===== src/rtl/updown_counter_bcd_mod.sv =====
// N-digit BCD up/down counter with programmable modulus, counted on falling edges of a slow tick.
// Supports clear, validated parallel load, and registered one-cycle carry/borrow and load-error pulses.
module updown_counter_bcd_mod #(
    parameter int DIGITS    = 2,
    parameter int MODULUS   = 60,
    parameter int DOWN_STOP = 0
) (
    input  logic                clk,
    input  logic                reset_n,
    input  logic                tick,
    input  logic                enable,
    input  logic                up_down,
    input  logic                clear,
    input  logic                load_enable,
    input  logic [4*DIGITS-1:0] load_bcd,
    output logic [4*DIGITS-1:0] bcd,
    output logic                carry,
    output logic                zero,
    output logic                load_err
);
    localparam int W = 4 * DIGITS;

    // One spare digit so MODULUS == 10**DIGITS is still representable.
    function automatic logic [W+3:0] to_bcd(input int v);
        logic [W+3:0] r;
        int           t;
        r = '0;
        t = v;
        for (int i = 0; i <= DIGITS; i++) begin
            r[4*i +: 4] = 4'(t % 10);
            t = t / 10;
        end
        return r;
    endfunction

    localparam logic [W+3:0] MOD_BCD = to_bcd(MODULUS);
    localparam logic [W-1:0] MAX_BCD = W'(to_bcd(MODULUS - 1));

    logic         tick_q;
    logic [W-1:0] bcd_q, bcd_d;
    logic         carry_q, carry_d;
    logic         load_err_q, load_err_d;
    logic [W-1:0] inc_bcd, dec_bcd;
    logic         load_ok;
    logic         nedge;

    assign nedge = tick_q & ~tick;

    // Ripple increment/decrement; both are only used when no wrap occurs.
    always_comb begin
        logic c, b;
        c       = 1'b1;
        b       = 1'b1;
        inc_bcd = bcd_q;
        dec_bcd = bcd_q;
        for (int i = 0; i < DIGITS; i++) begin
            if (c) begin
                if (bcd_q[4*i +: 4] == 4'd9) begin
                    inc_bcd[4*i +: 4] = 4'd0;
                end else begin
                    inc_bcd[4*i +: 4] = bcd_q[4*i +: 4] + 4'd1;
                    c = 1'b0;
                end
            end
            if (b) begin
                if (bcd_q[4*i +: 4] == 4'd0) begin
                    dec_bcd[4*i +: 4] = 4'd9;
                end else begin
                    dec_bcd[4*i +: 4] = bcd_q[4*i +: 4] - 4'd1;
                    b = 1'b0;
                end
            end
        end
    end

    // Packed BCD with legal digits orders the same as its decimal value.
    always_comb begin
        load_ok = ({4'h0, load_bcd} < MOD_BCD);
        for (int i = 0; i < DIGITS; i++) begin
            if (load_bcd[4*i +: 4] > 4'd9) load_ok = 1'b0;
        end
    end

    always_comb begin
        bcd_d      = bcd_q;
        carry_d    = 1'b0;
        load_err_d = 1'b0;
        if (clear) begin
            bcd_d = '0;
        end else if (load_enable) begin
            if (load_ok) bcd_d = load_bcd;
            else         load_err_d = ~load_err_q;
        end else if (nedge && enable) begin
            if (up_down) begin
                if (bcd_q == MAX_BCD) begin
                    bcd_d   = '0;
                    carry_d = 1'b1;
                end else begin
                    bcd_d = inc_bcd;
                end
            end else if (bcd_q == '0) begin
                if (DOWN_STOP == 0) begin
                    bcd_d   = MAX_BCD;
                    carry_d = 1'b1;
                end
            end else begin
                bcd_d = dec_bcd;
            end
        end
    end

    always_ff @(posedge clk or negedge reset_n) begin
        if (!reset_n) begin
            tick_q     <= 1'b0;
            bcd_q      <= '0;
            carry_q    <= 1'b0;
            load_err_q <= 1'b0;
        end else begin
            tick_q     <= tick;
            bcd_q      <= bcd_d;
            carry_q    <= carry_d;
            load_err_q <= load_err_d;
        end
    end

    assign bcd      = bcd_q;
    assign carry    = carry_q;
    assign load_err = load_err_q;
    assign zero     = (bcd_q == '0);

endmodule


===== config.mk =====
export PLATFORM = sky130hd
export DESIGN_NAME = updown_counter_bcd_mod
export DESIGN_NICKNAME = d
export VERILOG_FILES = /design/src/rtl/updown_counter_bcd_mod.sv
export SDC_FILE = /design/constraint.sdc
export NUM_CORES = 1
export LEC_CHECK = 0
export CAP_MARGIN = 40
export CORE_ASPECT_RATIO = 1.1
export CORE_MARGIN = 4
export CORE_UTILIZATION = 40
export DETAILED_ROUTE_END_ITERATION = 8
export GPL_TIMING_DRIVEN = 1
export PLACE_DENSITY = 0.71
export SLEW_MARGIN = 20
export SYNTH_ARGS = -nofsm -noshare
export SYNTH_HDL_FRONTEND = slang
export SYNTH_SLANG_ARGS = --single-unit

===== constraint.sdc =====
create_clock -name clk -period 1.8 [get_ports clk]
set_input_delay 0.45 -clock clk [delete_from_list [all_inputs] [get_ports clk]]
set_output_delay 0.45 -clock clk [all_outputs]
set_load 0.01 [all_outputs]

== Word level (Yosys, flattened, before mapping) ==
Index checks and enable logic that the tools add are counted.
Cells by class
  equality and inequality tests: 5
  $lt $le $gt $ge: 3
  reduce and logical (&&, ||, !) cells: 8
  $add $sub $neg: 4
  bitwise operators: 3
  mux-type cells: 26
Operators with widths (count)
  8-bit 2-to-1 mux: 7
  4-bit 2-to-1 mux: 6
  1-bit 2-to-1 mux: 13
  4-bit by 1-bit adder with 4-bit output, second input constant: 2
  4-bit == test, second input constant: 2
  8-bit by 7-bit == test with 1-bit output, second input constant: 1
  4-bit > comparator, second input constant: 2
  4-bit logical NOT: 2
  8-bit logical NOT: 1
  8-bit by 7-bit less-than comparator with 1-bit output, second input constant: 1
  4-bit by 1-bit subtractor with 4-bit output, second input constant: 2
  5-bit by 1-bit inequality test with 1-bit output, second input constant: 1
  5-bit nonzero test: 1
  4-bit AND reduction: 1
  3-bit by 2-bit inequality test with 1-bit output, second input constant: 1
  3-bit nonzero test: 1
  1-bit inverter: 2
  2-bit AND reduction: 1
  1-bit bitwise AND: 1
  1-bit logical AND: 1
Storage, ports and cells
  output and inout port bits: 11
  logic and storage cells: 54
  input bits: 15
  register bits: 11

== Depth between registers and ports, before layout ==
Gate-level depths: netlist of run 1.
  depth after elaboration: 8
  mapped depth: 6
  depth with buffers taken out: 4

== Worst setup path after synthesis of run 1 ==
OpenSTA, ideal clock, no wires.
  path kind: register to register
  from: register bcd_q[5], in the netlist bcd[5]
  to: register bcd_q[5], in the netlist bcd[5]
  arrival time: 1508 ps
  library setup time: 132 ps
  clock period less this slack: 1640 ps
  stages on the path, launching flop included: 6
  setup slack: 160 ps
  cells stage by stage: dfrtp_1 buf_2 or4_1 a32o_1 o2bb2ai_1 a22oi_1
Between the ends
  longest elaborated chain between the ends: 8
RTL lines
  from (decl): RTL line 40  | logic [W-1:0] bcd_q, bcd_d;
  from (signal assigned): RTL line 115  | bcd_q <= '0;
  from (signal assigned): RTL line 120  | bcd_q <= bcd_d;
  4-bit by 1-bit subtractor with 4-bit output, or another cell as far along: RTL line 69  | dec_bcd[4*i +: 4] = bcd_q[4*i +: 4] - 4'd1;
  4-bit 2-to-1 mux (on tied branches): RTL line 66, 58
  4-bit 2-to-1 mux (on tied branches): RTL line 65, 57
  8-bit 2-to-1 mux (on tied branches): RTL line 101, 95
  8-bit 2-to-1 mux: RTL line 94  | if (up_down) begin
  8-bit 2-to-1 mux: RTL line 93  | end else if (nedge && enable) begin
  8-bit 2-to-1 mux: RTL line 90  | end else if (load_enable) begin
  8-bit 2-to-1 mux: RTL line 88  | if (clear) begin
Several ways; a longest one is shown, not always the timed one. The select of a mux whose other input is x is not followed.
A chain may end at the register's enable or synchronous reset.

== Worst setup path after layout of run 1 ==
  from: register bcd_q[2], in the netlist bcd[2]
  to: output zero
Between the ends
  longest elaborated chain between the ends: 1
RTL lines
  8-bit logical NOT: RTL line 129  | assign zero = (bcd_q == '0);
  to (decl): RTL line 18  | output logic zero,
No other way between the ends.

==> metrics.cfg, run 1 <==
[layout]
nets = 184
syn_to_final_growth_pct = 63.0
layout-drive-gt1-share_pct = 30.4
antenna_cells = 0

[grt]
antenna_found_initial = 0
grt_pass1_wl_mm = 4.93
grt_max_degree = 17
grt_use_total_pct = 20.8
gr-total-overflow = 0
grt_pass1_vias = 1097

[yosys]
yosysUniqueCellTypes = 48
ys_top_cells_by_count = dfrtp_1, buf_2, o21ai_0
synth_cells = 117
ys_warn_count = 0
ys.flop_type = dfrtp_1
ys_seq_area_share_pct = 29.1
synth_top_area_cell = dfrtp_1
yosysMostFrequentCell = dfrtp_1
synth_enable_flop_cells = 0
synth-seq-cells = 11
async_flop_share_pct = 100
synth.area.top_cells = dfrtp_1, buf_2, o21ai_0, a21oi_1, nor3_1
syn-num-nets = 132
synth.cell_area_um2 = 947
synth.top_cell.area_share_pct = 29.1
synth.avg_cell_area_um2 = 8.10

[placed_design]
portBuffers = 25
hpwl_mm = 2.21
preCtsSetupSlack_ns = -0.329
globalplace.congestion = 0.892

[worst_setup_path]
r2r_end = bcd[6]
arrival_ns = 1.40
r2r_start = bcd[0]
reg2reg_setup_slack_ns = 0.06
critPathKind = register to output pin
cp_max_fo = 2
rr_worst_depth = 5
end_kind = output pin
worstPathRequired_ns = 1.35
worst_setup_path_start_kind = register

[power]
pwr-share-comb_pct = 51.9
ir_drop_uv = 510
powerDensity_nw_per_um2 = 657
switchingPower_uw = 372
clkPwrFrac_pct = 18.2
p_total_uw = 1010
p_seq_share_pct = 29.9
p_int_uw = 642
swShare_pct = 36.7
p_leak_uw = 0.000700

[cts]
clk_path_buf_depth = 2
h-tree-depth = 1
clock-sinks = 11
cts_tree = built
holdBufCountCts = 0
path_clk_slew_ns = 0.08
worstSkewPairLatency_ns = 0.29
root_buffer = clkbuf_4
cts_made_buffers = 3

[status]
violations = setup timing
outcome = complete, but fails checks

[sta]
fmax_ghz = 0.542
timing.final.crit_share_pct = 103
grt_setup_unrepaired = true
worst_pin_slew_ns = 0.527
maxSlewHeadroom_pct = 64.8
final_hold_viol_count = 0
worst_slack_ns = -0.0461
slew_violations = 0
fin_crit_ns = 1.85
clock_skew_ns = 0.00306
hold_ws_ns = 0.445
setup_viol = 1

[die]
fp.coreArea_um2 = 2250
dieHeight_um = 59.0
initial_core_util_pct = 42.1
io_pins = 26
fp-row-count = 18
design.die.area_um2 = 3210
die_w_um = 54.4

[routing]
viasPerCell = 5.72
firstDrtPassIters = 4
drc = 0
wl_per_cell_um = 15.2
route.antenna.remaining_nets = 0
wirelength_mm = 3.02
drt-initial-drc-count = 24
via_count = 1132

[flow_run]
maxCapViolCount = 0

[hold_path]
hold_depth = 1
min_path_type = register to register
hold_start = load_err
hold_path_end = load_err

==> cell usage in the layout (no fill, tap or decap), types with 2 or more instances in the layout <==
cell type	Yosys	routed
buf_4	1	28
clkdlybuf4s50_1	0	15
dfrtp_1	11	10
o21ai_0	7	7
nor3_1	6	6
inv_1	6	6
a21oi_1	6	5
nor2_1	5	5
dlymetal6s2s_1	0	5
nand2_1	4	4
nor2b_1	4	4
dlygate4sd2_1	0	4
buf_6	0	4
o21ai_1	3	3
a31oi_1	3	3
a22oi_1	3	3
clkbuf_4	0	3
and3b_1	2	2
nand3_1	2	2
nand3b_1	2	2
nand2b_1	2	2
a311oi_2	1	2
xnor2_1	2	2
o31ai_1	3	2
o211ai_1	2	2
a21boi_0	2	2
==> worst max path at each step <==
stage,start,to,slack (ns),cells after the start
3_5_place_dp,up_down,bcd[2],-0.33,6
5_1_grt,bcd[2],zero,-0.10,3
4_1_cts,bcd[2],zero,-0.01,3
6_report,bcd[2],zero,-0.05,3
3_3_place_gp,up_down,bcd[2],-0.28,6
2_1_floorplan,bcd[5],bcd[5],0.16,5
==> cell type report <==
class                      count  area, um^2
fill                         188         708
multi-input combinational     89         669
sequential                    11         277
timing repair buffer          57         508
tap                           30        37.5
clock buffer                   4        26.3
inverter                       7        26.3
==> power by group through the flow <==
stage	Combinational [uW]	Sequential, uW	Clock (uW)
final	526	303	185
after global routing	573	308	200
after CTS	480	302	179
after detailed placement	451	300	0
after global placement	442	298	0
after floorplan	220	316	0
==> state kept, by name, indices dropped and copies added (netlist names) <==
register  flops
carry         1
load_err      1
tick_q        1
bcd           8
==> critical path, stage by stage, from the launching register on <==
cell,delay (ns)
dfrtp_1,0.42
nor4_4,0.33
and3b_1,0.23
buf_2,0.14
==> metal layers <==
layer,wire [um],GRT usage [%],vias up
li1,-,-,557
met1,1160,25.6,522
met2,1590,37.4,48
met3,203,2.52,5
met4,58,5.34,0
met5,0,0,-
==> metrics by stage <==
stage / instances / utilization (%) / setup TNS, ns / cell area (um^2)
after global placement: 187 / 60.9 / -2.11 / 1370
after CTS: 195 / 64.4 / -0.0140 / 1450
after detailed placement: 187 / 60.9 / -2.25 / 1370
after global routing: 198 / 68.6 / -0.103 / 1540
final: 198 / 68.6 / -0.0461 / 1540
after floorplan: 117 / - / 0 / 947
==> what timing repair did <==
item | 4_1_cts | 5_1_grt
pin swaps | 2 | 6
endpoints found under the setup margin | 7 | 11
setup buffers | 4 | 3
resized for setup | 15 | 16
==> kinds of logic (layout without fill, tap and decap cells) <==
group	Yosys count	count (layout)	synth area share, %
compound gates	45	45	33.9
simple gates	41	41	26.0
xor+xnor	2	2	1.85
buf+inv	17	68	8.06
mux	1	1	1.06
flops	11	11	29.1
No activity file was read; power rests on OpenSTA's default activity.
==> run 2, diff against run 1 <==
CTS_CLUSTER_SIZE = 14   (was default)
RECOVER_POWER = 50   (was default)
==> run 2 against run 1 <==
The flow still finishes with violations (setup timing). Clock skew is essentially flat. Sequential share of layout area grew 0.15 points. Critical path depth is the same. Core utilization shrank 0.56 points. Maximum frequency is essentially flat. Final cell count is the same. Sequential power is essentially flat. Clock-buffer cell count is the same. Final area shrank 0.81%. Sequential cell count is the same. Routed wire length shrank 0.23%. Die area is the same. Critical endpoint unchanged.
==> metrics.cfg, run 2 (synthesized netlist as in run 1, its figures left out) <==
[sta]
grt_setup_unrepaired = true
hold_ws_ns = 0.445  ; -0.000785 ns
worst_pin_slew_ns = 0.533  ; +0.00617 ns
setup_viol = 3  ; +2
slew_violations = 0  ; unchanged
fin_crit_ns = 1.85  ; -0.000328 ns
clock_skew_ns = 0.00289  ; -0.000173 ns
worst_slack_ns = -0.0458  ; +0.000328 ns
final_hold_viol_count = 0  ; unchanged
maxSlewHeadroom_pct = 64.4  ; -0.42 points
timing.final.crit_share_pct = 103  ; about the same
fmax_ghz = 0.542  ; about the same

[routing]
firstDrtPassIters = 5  ; +1
drc = 0  ; unchanged
drt-initial-drc-count = 24  ; unchanged
wirelength_mm = 3.01  ; -0.23%
via_count = 1133  ; +0.088%
route.antenna.remaining_nets = 0  ; unchanged
wl_per_cell_um = 15.2  ; -0.23%
viasPerCell = 5.72  ; about the same

[grt]
grt_max_degree = 17  ; unchanged
gr-usage-met1_pct = 25.6  ; unchanged
grt_pass1_vias = 1097  ; unchanged
antenna_found_initial = 0  ; unchanged
grt_use_total_pct = 20.8  ; unchanged
grt_use_met2_pct = 37.4  ; unchanged
use_met3_pct = 2.52  ; unchanged
gr-total-overflow = 0  ; unchanged
grt.busiest_layer = met2
grt_pass1_wl_mm = 4.93  ; unchanged

[power]
p_int_uw = 633  ; -1.4%
powerDensity_nw_per_um2 = 656  ; -0.12%
swShare_pct = 37.0  ; +0.28 points
pwr-share-comb_pct = 51.5  ; -0.4 points
clkPwrFrac_pct = 18.4  ; +0.2 points
p_leak_uw = 0.000684  ; -2.3%
p_total_uw = 1000  ; -0.93%
ir_drop_uv = 507  ; -0.65%
switchingPower_uw = 371  ; -0.17%
p_seq_share_pct = 30.1  ; +0.2 points

[layout]
layout-drive-gt1-share_pct = 29.8  ; -0.60 points
fin_cells = 198  ; unchanged
final_cell_mix = buf_4, clkdlybuf4s50_1, dfrtp_1, o21ai_0
final_area_um2 = 1530  ; -0.81%
largest_reg_flops = 8  ; unchanged
syn_to_final_growth_pct = 61.7
utilization_pct = 68.0  ; -0.56 points
nets = 184  ; unchanged
layout_commonest_cell = buf_4
antenna_cells = 0  ; unchanged

[worst_setup_path]
critPathKind = register to output pin
crit_path_max_incr_delay_ns = 0.42  ; about the same
path_buf_inv = 1  ; unchanged
arrival_ns = 1.40  ; about the same
end_kind = output pin
worst_setup_path_start_kind = register
path_cells = nor4_4 -> and3b_1 -> buf_2
crit_slowest_cell = dfrtp_1
worstPathRequired_ns = 1.35  ; about the same
cp_max_fo = 2  ; unchanged
path_delay_family = simple AND/OR/NAND/NOR gates

[die]
fp-row-count = 18  ; unchanged
fp.coreArea_um2 = 2250  ; unchanged
die_w_um = 54.4  ; unchanged
dieHeight_um = 59.0  ; unchanged
design.die.area_um2 = 3210  ; unchanged
initial_core_util_pct = 42.1  ; unchanged
io_pins = 26  ; unchanged

[cts]
cts_tree = built
worstSkewPairLatency_ns = 0.28  ; about the same
root_buffer = clkbuf_4
h-tree-depth = 1  ; unchanged
clock-sinks = 11  ; unchanged
clk_path_buf_depth = 2  ; unchanged
cts_made_buffers = 3  ; unchanged
path_clk_slew_ns = 0.08  ; about the same

[status]
outcome = complete, but fails checks
violations = setup timing

[placed_design]
placed_cell_area_um2 = 1370  ; unchanged
portBuffers = 25  ; unchanged
hpwl_mm = 2.21  ; unchanged
dp_cells = 187  ; unchanged
globalplace.congestion = 0.892  ; unchanged

[flow_run]
maxCapViolCount = 0  ; unchanged

[hold_path]
min_path_type = register to register

[run 2: timing repair]
item | CTS | global route
buffers inserted | 4 | 3
hold buffers | 0 | 0
pin swaps | 2 | 6
endpoints found under the setup margin | 7 | 11
gates resized for setup | 15 | 16
[run 2: power by group through the flow]
stage,Sequential [uW],Clock (uW),Combinational [uW]
after floorplan,316,0,220
after global placement,298,0,442
after detailed placement,300,0,451
after CTS,302,179,480
after global routing,307,200,564
final,302,185,518
[run 2: layout make-up]
type / instances / area [um^2]
clock buffers: 4 / 26.3
fillers: 190 / 721
inverters: 7 / 26.3
multi-input cells: 89 / 669
flip-flops and latches: 11 / 277
well taps: 30 / 37.5
repair buffers: 57 / 495
[run 2: routing by layer]
| layer | part of all wire [%] | vias up |
|---|---|---|
| met2 | 52 | 49 |
| met3 | 6.3 | 7 |
| met1 | 39 | 521 |
| met4 | 2.4 | 0 |
| met5 | 0 | - |
| li1 | - | 556 |
[run 2: final timing paths]
check | from | endpoint | slack, ns | cells past startpoint
worst max-delay path | bcd[2] | zero | -0.05 | 3
min in group asynchronous | reset_n | load_err | 0.58 | 1
worst min-delay path | load_err | load_err | 0.44 | 1
worst max register to register | bcd[1] | bcd[6] | -0.01 | 5
worst min register to register | load_err | load_err | 0.44 | 1
max in group asynchronous | reset_n | bcd[7] | 0.84 | 1
[run 2: per-stage QoR]
step | setup TNS, ns | worst slack [ns]
after detailed placement | -2.25 | -0.329
final | -0.0710 | -0.0458
after floorplan | 0 | 0.160
after global placement | -2.11 | -0.276
after CTS | -0.0140 | -0.0140
after global routing | -0.351 | -0.103
